File: src/rtl/guess_controller.sv
// Guess front-end for the hangman letter tracker: filters submits, issues one load
// per accepted letter, waits for the tracker verdict and tracks misses / game end.
module guess_controller #(
    parameter int MAX_MISSES  = 6,
    parameter int CHECK_DELAY = 2
) (
    input  logic        clk,
    input  logic        reset,
    input  logic [4:0]  letter,
    input  logic        submit,
    input  logic [25:0] current_state,
    input  logic        wrong,
    input  logic        win,
    output logic        load,
    output logic [4:0]  load_x,
    output logic [3:0]  misses,
    output logic        busy,
    output logic        reject,
    output logic        game_won,
    output logic        game_lost,
    output logic [2:0]  fsm_state
);

    typedef enum logic [2:0] {
        S_IDLE  = 3'd0,
        S_LOAD  = 3'd1,
        S_WAIT  = 3'd2,
        S_CHECK = 3'd3,
        S_WON   = 3'd4,
        S_LOST  = 3'd5
    } state_t;

    state_t      state, state_n;
    logic        submit_q;
    logic [4:0]  load_x_q, load_x_n;
    logic [3:0]  misses_q, misses_n;
    logic [2:0]  cnt_q, cnt_n;
    logic        reject_q, reject_n;
    logic        submit_edge;
    logic        guess_ok;
    logic [31:0] guessed_ext;
    logic [4:0]  misses_inc;
    logic        lose_now;

    // Widened so letters 26..31 index a defined (zero) bit; they are refused anyway.
    assign guessed_ext = {6'b0, current_state};
    assign submit_edge = submit & ~submit_q;
    assign guess_ok    = (letter <= 5'd25) && !guessed_ext[letter];
    assign misses_inc  = {1'b0, misses_q} + 5'd1;
    assign lose_now    = misses_inc >= 5'(MAX_MISSES);

    always_comb begin
        state_n  = state;
        cnt_n    = cnt_q;
        reject_n = 1'b0;
        load_x_n = load_x_q;
        misses_n = misses_q;
        case (state)
            S_IDLE: begin
                if (submit_edge) begin
                    if (guess_ok) begin
                        load_x_n = letter;
                        state_n  = S_LOAD;
                    end else begin
                        reject_n = 1'b1;
                    end
                end
            end
            S_LOAD: begin
                cnt_n   = 3'(CHECK_DELAY - 1);
                state_n = (CHECK_DELAY <= 1) ? S_CHECK : S_WAIT;
            end
            // WAIT lasts CHECK_DELAY-1 cycles so CHECK lands CHECK_DELAY after LOAD.
            S_WAIT: begin
                if (cnt_q <= 3'd1) state_n = S_CHECK;
                else               cnt_n   = cnt_q - 3'd1;
            end
            S_CHECK: begin
                if (win) begin
                    state_n = S_WON;
                end else if (wrong) begin
                    misses_n = lose_now ? 4'(MAX_MISSES) : misses_inc[3:0];
                    state_n  = lose_now ? S_LOST : S_IDLE;
                end else begin
                    state_n = S_IDLE;
                end
            end
            S_WON:   state_n = S_WON;
            S_LOST:  state_n = S_LOST;
            default: state_n = S_IDLE;
        endcase
    end

    always_ff @(posedge clk) begin
        if (reset) begin
            state    <= S_IDLE;
            submit_q <= 1'b0;
            load_x_q <= 5'd0;
            misses_q <= 4'd0;
            cnt_q    <= 3'd0;
            reject_q <= 1'b0;
        end else begin
            state    <= state_n;
            submit_q <= submit;
            load_x_q <= load_x_n;
            misses_q <= misses_n;
            cnt_q    <= cnt_n;
            reject_q <= reject_n;
        end
    end

    assign load      = (state == S_LOAD);
    assign busy      = (state == S_LOAD) || (state == S_WAIT) || (state == S_CHECK);
    assign game_won  = (state == S_WON);
    assign game_lost = (state == S_LOST);
    assign load_x    = load_x_q;
    assign misses    = misses_q;
    assign reject    = reject_q;
    assign fsm_state = state;

endmodule

File: config.mk
export PLATFORM = sky130hd
export DESIGN_NAME = guess_controller
export DESIGN_NICKNAME = d
export VERILOG_FILES = /design/src/rtl/guess_controller.sv
export SDC_FILE = /design/constraint.sdc
export NUM_CORES = 1
export LEC_CHECK = 0
export ABC_AREA = 1
export CORE_MARGIN = 4
export CORE_UTILIZATION = 45
export DETAILED_ROUTE_END_ITERATION = 8
export PLACE_DENSITY_LB_ADDON = 0.25
export SLEW_MARGIN = 30
export SYNTH_ARGS = -nofsm -noshare
export SYNTH_HDL_FRONTEND = slang
export SYNTH_SLANG_ARGS = --single-unit
File: constraint.sdc
create_clock -name clk -period 3.5 [get_ports clk]
set_input_delay 0.35 -clock clk [delete_from_list [all_inputs] [get_ports clk]]
set_output_delay 0.35 -clock clk [all_outputs]
set_load 0.05 [all_outputs]
Word-level counts from Yosys, hierarchy flattened
Cells that the tools add are included.

word-level totals
  logic and storage cells = 50
  bits of input ports = 36
  register bits = 17

cells by class
  $add $sub $neg = 2
  bitwise logic cells = 5
  reduce and logical (&&, ||, !) cells = 11
  mux-type cells = 13
  $lt $le $gt $ge = 4
  eq/ne operators = 9

operator list
  cell                                                                number
  two-way mux 3 bit                                                   7
  case mux 3 bit (6 select lines)                                     1
  AND reduction 3 bit                                                 3
  != test 2 bit (second input constant)                               4
  == test 3 x 2 -> 1 bit (second input constant)                      2
  == test 3 bit (second input constant)                               2
  < comparator 5 x 6 -> 1 bit (second input constant)                 1
  case mux 3 bit (2 select lines)                                     1
  adder 4 x 1 -> 5 bit (second input constant)                        1
  binary-select mux 1 bit (select 5 bit)                              1
  greater-or-equal comparator 5 x 3 -> 1 bit (second input constant)  1
  less-or-equal comparator 5 bit (second input constant)              1
  two-way mux 4 bit                                                   1
  inverter 1 bit                                                      4
  == test 3 x 1 -> 1 bit (second input constant)                      1
  less-or-equal comparator 3 x 1 -> 1 bit (second input constant)     1
  zero test 3 bit                                                     1
  OR reduction 3 bit                                                  1
  subtractor 3 x 1 -> 3 bit (second input constant)                   1
  logical OR 1 bit                                                    2
  two-way mux 1 bit                                                   2
  AND reduction 2 bit                                                 1
  nonzero test 2 bit                                                  1
  AND 1 bit                                                           1
  2 further kinds                                                     2

Logic depth before layout (Yosys ltp)
Gate-level depths: netlist of run 1.

  depth in word-level cells = 7
  gate-level depth with buffers = 14
  gate-level depth less buffers = 13

Worst setup path after synthesis of run 1
OpenSTA, ideal clock, no wires.

  path kind = reg-to-reg
  start point = register state[0], in the netlist fsm_state[0]
  end point = register cnt_q[2]
  path slack = 0.848 ns
  data required time = 3.312 ns
  cell stages (with the launch flop) = 7
  path buffers = 0
  period minus slack after synthesis = 2.652 ns
  arrival time = 2.465 ns
  cells stage by stage = dfxtp_1 > inv_1 > nor3_1 > inv_1 > nand2_1 > and3_1 > nor4_1

on the way
  longest elaborated chain between the ends = 3
  elaborated cells on any way between the ends = 6

RTL lines
  item                                  line  text
  start: declaration                    33    state_t state, state_n;
  start signal: assignment              103   state <= state_n;
  == test 3 x 1 -> 1 bit *              -
  named net load                        14    output logic load,
  nonzero test 2 bit (no source line)   -
  AND reduction 2 bit (no source line)  -
  end signal: assignment                107   cnt_q <= cnt_n;
  end: declaration                      37    logic [2:0] cnt_q, cnt_n;

The timed path passes the listed nets; every way through them passes the cells marked *.
A chain may end at the register's enable or synchronous reset.

Final worst setup path of run 1
  start point = register state[2], in the netlist fsm_state[2]
  end point = output port game_lost

on the way
  longest elaborated chain between the ends = 1

RTL lines
  item              line  text
  == test 3 bit     115   assign game_lost = (state == S_LOST);
  end: declaration  20    output logic game_lost,

Every way passes these cells.

==> impl_metrics.yaml, run 1 <==
run_status:
  status: "finished clean"
worst_hold_path:
  hold_class: "flip-flop to flip-flop"
  min_to: "cnt_q[0]"
  hold_depth: 2
  holdCritStartpoint: "cnt_q[0]"
setup_path:
  path_max_fanout: 7
  required_ps: 3150
  arrival_ps: 1970
  rr_worst_depth: 8
  end_kind: "output pin"
  r2r-start: "misses[0]"
  crit_path_start_kind: "flip-flop"
  ff2ff_setup_slack_ps: 1950
  rr_endpoint: "fsm_state[0]"
  worstPathCellList: "inv_2 -> nor3_1 -> clkdlybuf4s50_1"
  path_class: "flip-flop to output pin"
  cpMaxStageDelayCell: "clkdlybuf4s50_1"
  slowest_delay_ps: 870
power:
  power_frac_comb_pct: 43.3
  netSwitchingPower_uw: 224
  powerDensity_mw_per_mm2: 331
  swShare_pct: 38.5
  p_seq_share_pct: 38.1
  clkPwrFrac_pct: 18.6
  peakVddDrop_v: 0.000312
  internal_power_uw: 358
  p_leak_nw: 0.795
placed_design:
  place_congestion: 0.836
  dp_hpwl_mm: 2.39
  io_buffer_count: 52
yosys:
  synth_edf_count: 0
  synth_area_per_cell_um2: 6.30
  yosysSeqAreaShare_pct: 28.1
  netlist_area_mm2: 0.00121
  synth_top_area_cell: "dfxtp_1"
  yosysMostFrequentCell: "nand2_1"
  synth_cells: 192
  synth_ff_type: "dfxtp_1"
  synthArstFlopShare_pct: 0
  synth_top_area_share_pct: 28.1
  synth_top_cells_by_count: "41 x nand2_1, 31 x inv_1, 18 x nor2_1"
  synth.top_cells.by_area: "dfxtp_1 28%, nand2_1 13%, inv_1 9.6%"
  ys_types: 28
  synth.net_count: 232
  ys_warn_count: 0
  synth_seq_cells: 17
clock_tree:
  post_cts_resized: 0
  clkTransAtPathRegs_ps: 100
  cts_tree: "done"
  clk_latency_ps: 300
  cts_max_path_buffers: 2
  post_cts_buffers: 0
  cts-root-buf: "clkbuf_4"
  cts_buffers: 3
  holdBufCountCts: 0
  clock_sinks: 17
  cts-htree-levels: 1
finish:
  syn_to_final_growth_pct: 45.2
  drive_gt1_share_pct: 9.43
  layout.nets: 285
  nFillCells: 224
  antennaDiodeCount: 0
die:
  coreArea_mm2: 0.00252
  row_count: 18
  ios: 53
  die_x_um: 59.9
  start_util_pct: 48.0
  die_area_mm2: 0.00358
  die_y_um: 59.9
sta:
  drv_slew: 0
  slew_headroom_pct: 66.4
  hold_viol_final: 0
  max_freq_mhz: 431
  hold_slack_ps: 498
  finalSetupTns_ps: 0
  worst_clock_skew_ps: 2.96
  post-route-min-period_ps: 2320
  tightest_slew_ps: 503
  fin_crit_sh_pct: 66.3
  rsz0062_at_grt: "false"
  setup-violations-final: 0
job:
  drv_cap: 0
grt:
  grt_pass1_wl_mm: 4.89
  overflow: 0
  grt_max_degree: 17
  grt_pass1_vias: 1155
  groute.usage.overall_pct: 17.5
  antenna_found_initial: 0
drt:
  wire_per_inst_um: 10.6
  wirelength_mm: 2.91
  route.detailed.drc: 0
  vias: 1283
  first_pass_iters: 4
  avgViaCountPerCell: 4.68
  drtIter0Drc: 31
  ant_nets: 0
## power groups by stage
stage,combinational (mW),clock [mW],sequential [mW]
after floorplan,0.132,0,0.260
after global placement,0.250,0,0.226
after detailed placement,0.251,0,0.226
after CTS,0.253,0.110,0.222
after global routing,0.278,0.120,0.224
final,0.252,0.108,0.222
## metal layers
metal | up-vias | routed length [um] | GRT usage, %
met1 | 536 | 1420 | 23.0
met3 | 7 | 135 | 4.54
met5 | - | 0 | 0
li1 | 713 | - | -
met2 | 27 | 1300 | 27.9
met4 | 0 | 50 | 5.06
## cells in the final DEF (no fill, tap or decap), types with 2 or more instances in the layout
cell type,instances
clkdlybuf4s50_1,52
nand2_1,41
inv_1,31
nor2_1,18
dfxtp_1,17
nand3_1,16
a21oi_1,10
inv_2,8
nor3_1,6
nor2_2,6
nand4_1,6
o21ai_1,4
ha_1,4
o211ai_1,3
o21ai_0,3
clkbuf_4,3
nand2_2,2
clkinv_1,2
nor4_1,2
## registers in the layout, indices dropped and copies added, names as in the netlist
name and flops:
reject 1, load_x 5, submit_q 1, misses 4, fsm_state 3, cnt_q 3
## worst max path at each step
stage | end | cells after the start | from | slack [ps]
6_report | game_lost | 3 | fsm_state[2] | 1180
5_1_grt | game_lost | 3 | fsm_state[2] | 1050
4_1_cts | game_lost | 3 | fsm_state[2] | 1170
3_5_place_dp | load_x[4] | 13 | letter[0] | 1180
3_3_place_gp | load_x[4] | 13 | letter[0] | 1250
2_1_floorplan | cnt_q[2] | 6 | fsm_state[0] | 850
## stage by stage
step	utilization [%]	cells	setup WS (ps)	instance area (um^2)	total power [mW]
2_1_floorplan	-	192	848	1210	0.392
5_1_grt	69.6	274	1050	1760	0.622
3_5_place_dp	68.6	270	1180	1730	0.477
4_1_cts	69.6	274	1170	1760	0.584
6_report	69.6	274	1180	1760	0.582
3_3_place_gp	68.6	270	1250	1730	0.476
## critical path, delay by kind of cell, from the launching register on
family	cells	cell delay, ps
buffers and inverters	2	940
AND/OR/NAND/NOR	1	250
flip-flops	1	490
## kinds of logic (layout without fill, tap and decap cells)
family	after synthesis	in the layout	share of synthesized area, %
adder cells (fa/ha/maj)	4	4	4.14
AND/OR/NAND/NOR	103	103	41.0
AO/OA/AOI/OAI	22	22	10.2
XOR/XNOR	1	1	0.724
buffers and inverters	45	97	15.8
flip-flops	17	17	28.1
## cell type report
type | instances | area, um^2 | area share [%]
Clock buffer | 4 | 26.3 | 1.50
Inverter | 41 | 154 | 8.76
Multi-Input combinational cell | 130 | 678 | 38.6
Sequential cell | 17 | 340 | 19.4
Tap cell | 30 | 37.5 | 2.14
Timing Repair Buffer | 52 | 520 | 29.6
No activity file was read; power rests on OpenSTA's default activity.
==> run 2: changes to the inputs <==
CORE_UTILIZATION = 38   (was 45)
clock period = 1.95 ns   (was 3.5 ns; I/O delays follow)
==> run 2 against run 1 <==
Against the previous run: critical path depth down 2; via count grew 2.3%; register-to-register slack got worse by 1600 ps; clock skew decreased by 1.3 ps; first-iteration DRC count increased by 52%; non-clock buffer count is 2 higher; hold slack worse by 48 ps; largest cell class unchanged.
==> impl_metrics.yaml, run 2 (same netlist as run 1, synthesis figures left out) <==
run_status:
  status: "finished clean"
setup_path:
  slowest_delay_ps: 860
  end_kind: "output pin"
  path_max_fanout: 6
  path_class: "flip-flop to output pin"
  required_ps: 1750
  ff2ff_setup_slack_ps: 340
  rr_worst_depth: 8
  cp_top_family: "buffers and inverters"
  crit_path_start_kind: "flip-flop"
  rr_endpoint: "fsm_state[0]"
  r2r-start: "misses[0]"
  arrival_ps: 1630
  critPathBufInv: 1
  cpMaxStageDelayCell: "clkdlybuf4s50_1"
  worstPathCellList: "clkdlybuf4s50_1"
sta:
  slew_headroom_pct: 66.3
  worst_clock_skew_ps: 1.63
  fin_crit_sh_pct: 93.4
  drv_slew: 0
  post-route-min-period_ps: 1820
  hold_slack_ps: 450
  tightest_slew_ps: 504
  hold_viol_final: 0
  layout_setup_ws_ps: 129
  setup-violations-final: 0
  max_freq_mhz: 549
  rsz0062_at_grt: "false"
  finalSetupTns_ps: 0
die:
  start_util_pct: 39.6
  coreArea_mm2: 0.00305
  ios: 53
  die_area_mm2: 0.00415
  die_x_um: 64.4
  row_count: 20
  die_y_um: 64.4
worst_hold_path:
  hold_depth: 3
  holdCritStartpoint: "submit"
  hold_class: "input pin to flip-flop"
  min_to: "submit_q"
finish:
  final_cell_mix: "47 x clkdlybuf4s50_1, 41 x nand2_1, 31 x inv_1, 18 x nor2_1, 17 x dfxtp_1"
  layout.nets: 287
  antennaDiodeCount: 0
  final_common_cell: "clkdlybuf4s50_1"
  drive_gt1_share_pct: 13.0
  final_core_util_pct: 58.9
  syn_to_final_growth_pct: 48.7
  largest_reg_flops: 5
  nFillCells: 301
drt:
  drtIter0Drc: 47
  wirelength_mm: 2.89
  vias: 1312
  ant_nets: 0
  route.detailed.drc: 0
  first_pass_iters: 4
  avgViaCountPerCell: 4.52
  wire_per_inst_um: 9.96
grt:
  antenna_found_initial: 0
  groute.usage.overall_pct: 15.1
  overflow: 0
  grt_pass1_vias: 1194
  grt_pass1_wl_mm: 5.02
  grt_max_degree: 14
clock_tree:
  cts_buffers: 3
  cts-root-buf: "clkbuf_4"
  clkTransAtPathRegs_ps: 100
  cts_tree: "done"
  cts_max_path_buffers: 2
  clock_sinks: 17
  clk_latency_ps: 300
  post_cts_buffers: 0
  cts-htree-levels: 1
power:
  powerDensity_mw_per_mm2: 581
  p_leak_nw: 0.835
  peakVddDrop_v: 0.000350
  p_seq_share_pct: 38.2
  internal_power_uw: 640
  power_frac_comb_pct: 43.4
  netSwitchingPower_uw: 405
  swShare_pct: 38.8
  clkPwrFrac_pct: 18.4
job:
  drv_cap: 0
placed_design:
  io_buffer_count: 52
  dp_hpwl_mm: 2.41
  place_congestion: 0.874
  pre_cts_ws_ps: 82.4
run 2: tightest hold or removal path: cells and delay by family:
family / cells / cell delay (ps)
AND/OR/NAND/NOR: 1 / 40
buffers and inverters: 2 / 470
run 2: layout make-up:
| cell class | instances | area [um^2] | area share, % |
|---|---|---|---|
| Clock buffer | 3 | 22.5 | 1.25 |
| Clock inverter | 1 | 5.00 | 0.278 |
| Sequential cell | 17 | 340 | 18.9 |
| Tap cell | 44 | 55.1 | 3.06 |
| Timing Repair Buffer | 54 | 528 | 29.3 |
| Multi-Input combinational cell | 130 | 694 | 38.6 |
| Inverter | 41 | 154 | 8.55 |
run 2: how the worst max path moves through the flow:
| stage | end | depth (start not counted) | startpoint | slack [ps] |
|---|---|---|---|---|
| floorplan | cnt_q[2] | 6 | fsm_state[0] | 40 |
| global placement | load_x[3] | 12 | letter[0] | 120 |
| detailed placement | load_x[0] | 12 | letter[0] | 80 |
| CTS | fsm_state[2] | 1 | fsm_state[2] | 2 |
| global route | fsm_state[1] | 1 | fsm_state[1] | 70 |
| finish | fsm_state[1] | 1 | fsm_state[1] | 130 |
run 2: stage by stage:
stage | instance area, um^2 | std cells | power [mW]
floorplan | 1230 | 192 | 0.710
global placement | 1770 | 286 | 0.860
detailed placement | 1770 | 286 | 0.864
finish | 1800 | 290 | 1.05
global route | 1800 | 290 | 1.13
CTS | 1800 | 290 | 1.06
run 2: what timing repair did:
| item | 4_1_cts | 5_1_grt |
|---|---|---|
| resized for setup | 0 | 1 |
| hold buffers | 0 | 0 |
| setup endpoints to repair | 0 | 1 |
run 2: power groups by stage:
stage / Combinational, mW / Clock [mW] / Sequential (mW)
after floorplan: 0.241 / 0 / 0.469
after global placement: 0.453 / 0 / 0.407
after detailed placement: 0.457 / 0 / 0.408
after CTS: 0.458 / 0.203 / 0.399
after global routing: 0.503 / 0.218 / 0.404
final: 0.454 / 0.192 / 0.399
run 2: metal layers:
metal / wire, um / track usage [%] / up-vias
li1: - / - / 716
met1: 1390 / 19.5 / 567
met2: 1340 / 24.4 / 25
met3: 128 / 4.16 / 4
met4: 35 / 4.75 / 0
met5: 0 / 0 / -
==> edit 1 (config.mk and constraints of run 1) <==
Put a register stage on the output `game_won`. The value now appears one clock later. The other outputs are not delayed to match.
--- a/src/rtl/guess_controller.sv
+++ b/src/rtl/guess_controller.sv
@@ -111,7 +111,9 @@
 
     assign load      = (state == S_LOAD);
     assign busy      = (state == S_LOAD) || (state == S_WAIT) || (state == S_CHECK);
-    assign game_won  = (state == S_WON);
+    always_ff @(posedge clk) begin
+        game_won <= (state == S_WON);
+    end
     assign game_lost = (state == S_LOST);
     assign load_x    = load_x_q;
     assign misses    = misses_q;
Behaviour: not the same (Yosys sat finds a counterexample within 10 cycles, from zero or initial values and one cycle with reset high).
==> edit 1 against run 1 <==
- global-route usage rose by 1.1 points
- sequential share of layout area increased by 0.95 points
- final area increased by 0.93%
- area after synthesis is 1.7% higher
- setup slack better by 0.0052 ns
- sequential power grew 5%
- wire length grew 6.7%
- power up 1.3%
- sequential cell count up 1
- highest routed layer unchanged
==> edit 1: results (changes against run 1) <==
- Outcome: finished clean
- Clock power frac: 16.8% (-1.8 points)
- Post-synth top cells: nand2_1 (41), inv_1 (31), dfxtp_1 (18), nor2_1 (18), nand3_1 (16)
- Post-Synth Adder-Cell Area: 4.07% (-0.067 points)
- First-pass GRT wire length: 5.21 mm (+6.6%)
- Area growth syn-to-layout: 44.2%
- Met2 Resource Use GR: 32.3% (+4.3 points)
- GR met1 Demand/Resource: 23.4% (+0.41 points)
- Inst Count DP: 271 (+0.37%)
- Sequential area share after synthesis: 29.3% (+1.2 points)
- Post-synthesis compound-gate area fraction: 10.1% (-0.17 points)
- Min-Delay Startpoint: misses[3]$_SDFFE_PP0P_
- Worst-Margin Slew: 0.514 ns (+0.0111 ns)
- Post-Route WL: 3.11 mm (+6.7%)
- Max VDD drop: 0.352 mV (+13%)
- R2R setup slack: 1.93 ns (-0.02 ns)
- DRT met1 WL: 1.40 mm (-1.2%)
- Routability cong.: 0.839 (+0.44%)
- WL/cell: 11.3 um (+6.7%)
- Post-synthesis xor/xnor area fraction: 0.712% (-0.012 points)
- Worst slack, placed: 1.21 ns (+0.0255 ns)
- Wire length on met3: 133 um (-1.5%)
- Average vias per placed instance: 4.93 (+5.3%)
- Syn Nets: 233 (+0.43%)
- GR Layer Usage met3: 4.75% (+0.22 points)
- Leakage: 0.802 nW (+0.86%)
- Met2 routed WL: 1.55 mm (+19%)
- Fillers: 215 (-4.0%)
- GRT Util Overall: 18.6% (+1.1 points)
-- edit 1: cells by family (layout without fill, tap and decap cells) --
logic type,Yosys count,in the layout
simple gates,103,103
buf+inv,45,96
compound gates,22,22
flops,18,18
fa+ha+maj,4,4
xor+xnor,1,1
-- edit 1: final cells by class --
cell class / count / area share, %
multi-input cells: 130 / 38.2
inverters: 41 / 8.68
flip-flops and latches: 18 / 20.3
well taps: 30 / 2.12
repair buffers: 52 / 29.4
clock buffers: 3 / 1.27
-- edit 1: worst min path at each step --
stage | endpoint | slack (ns) | cells past startpoint
2_1_floorplan | cnt_q[0]$_SDFFE_PP0P_ | 0.47 | 2
3_3_place_gp | misses[3]$_SDFFE_PP0P_ | 0.48 | 2
3_5_place_dp | cnt_q[1]$_SDFFE_PP0P_ | 0.49 | 1
4_1_cts | misses[3]$_SDFFE_PP0P_ | 0.50 | 2
5_1_grt | cnt_q[0]$_SDFFE_PP0P_ | 0.53 | 2
6_report | misses[3]$_SDFFE_PP0P_ | 0.50 | 2
==> edit 2 (flow settings as in run 1) <==
Without the edit above. Change the parameter `MAX_MISSES` from 6 to 3.
--- a/src/rtl/guess_controller.sv
+++ b/src/rtl/guess_controller.sv
@@ -1,7 +1,7 @@
 // Guess front-end for the hangman letter tracker: filters submits, issues one load
 // per accepted letter, waits for the tracker verdict and tracks misses / game end.
 module guess_controller #(
-    parameter int MAX_MISSES  = 6,
+    parameter int MAX_MISSES  = 3,
     parameter int CHECK_DELAY = 2
 ) (
     input  logic        clk,
Function: no difference found for any inputs over 10 cycles, from zero or initial values and one cycle with reset high; that may be too few to reach the edited logic, so the function may still have changed.
==> edit 2 against run 1 <==
- power decreased by 2.3%
- sequential share of layout area increased by 0.15 points
- via count grew 0.94%
- wire length up 3.7%
- global-route usage down 0.44 points
- sequential cell count stayed put
- setup slack better by 0.029 ns
- final area down 0.78%
- non-clock buffer count is the same
- area after synthesis decreased by 2.5%
- critical endpoint unchanged
- largest power group unchanged
==> edit 2: results (changes against run 1) <==
- Crit path DAT: 1.94 ns (-0.03 ns)
- Combinational power: 242 uW (-4%)
- Share of cells above drive strength 1: 6.12% (-3.3 points)
- GRT Util Overall: 17.0% (-0.44 points)
- Number of global-route vias before repair: 1107 (-4.2%)
- Non-clock buffer share: 29.9% (+0.23 points)
- Post-layout instance area: 1740 um^2 (-0.78%)
- Sequential area share after synthesis: 28.8% (+0.72 points)
- Clock skew: 0.00670 ns (+0.00375 ns)
- Top post-synthesis cells by area: dfxtp_1 (29%), nand2_1 (15%), inv_1 (12%)
- Die area: 3510 um^2 (-2.1%)
- DPL Wire Length: 2.45 mm (+2.3%)
- Leakage: 0.822 nW (+3.4%)
- Post-synth top cells: nand2_1 (48), inv_1 (38), nor2_1 (24)
- Max VDD drop: 0.389 mV (+25%)
- GR Layer Usage met3: 4.14% (-0.40 points)
- Routability cong.: 0.867 (+3.7%)
- Clock buffer count: 3 (-1)
- Post-Route WL: 3.02 mm (+3.7%)
- Largest net degree at the start of global routing: 15 (-2)
- Netlist cell types: 29 (+3.6%)
- Non-filler cells, final: 275 (+0.36%)
- Layout Nets: 286 (+0.35%)
- Tcrit/Tclk final: 65.5% (-0.83 points)
- GR met1 Demand/Resource: 21.8% (-1.2 points)
- P_seq: 218 uW (-2%)
- Fillers: 221 (-1.3%)
- Worst-Margin Slew: 0.585 ns (+0.0817 ns)
- Inverters: 40 (-2.4%)
- Met2 Resource Use GR: 28.9% (+0.93 points)
- Cell internal pwr: 349 uW (-2.3%)
- Syn Area/Cell: 6.15 um^2 (-2.5%)
- Outcome: finished clean
- Clk tree area frac: 1.58% (+0.084 points)
- Multi-input combinational area share: 38.3% (-0.34 points)
- Inst Count DP: 271 (+0.37%)
- First-pass GRT wire length: 4.64 mm (-5.0%)
- Average vias per placed instance: 4.71 (+0.57%)
[edit 2: worst paths after layout]
path | from | cells after the start | endpoint | slack, ns
hold reg to reg | misses[3]$_SDFFE_PP0P_ | 2 | misses[3]$_SDFFE_PP0P_ | 0.48
hold / removal | misses[3]$_SDFFE_PP0P_ | 2 | misses[3]$_SDFFE_PP0P_ | 0.48
setup / recovery | fsm_state[2]$_SDFFE_PP0P_ | 3 | game_lost | 1.21
setup reg to reg | misses[0]$_SDFFE_PP0P_ | 9 | fsm_state[0]$_SDFFE_PP0P_ | 1.84
[edit 2: cells by family (layout without fill, tap and decap cells)]
group	after synthesis	after routing	share of synthesized area, %
AND/OR/NAND/NOR	109	109	42.9
buffers and inverters	43	96	14.6
AO/OA/AOI/OAI	19	19	9.33
flip-flops	17	17	28.8
adder cells (fa/ha/maj)	4	4	4.24
[edit 2: routing by layer]
metal / vias to the layer above / part of all wire, %
met5: - / 0
met4: 0 / 0.86
met3: 4 / 3.3
met2: 27 / 49
met1: 556 / 47
li1: 708 / -
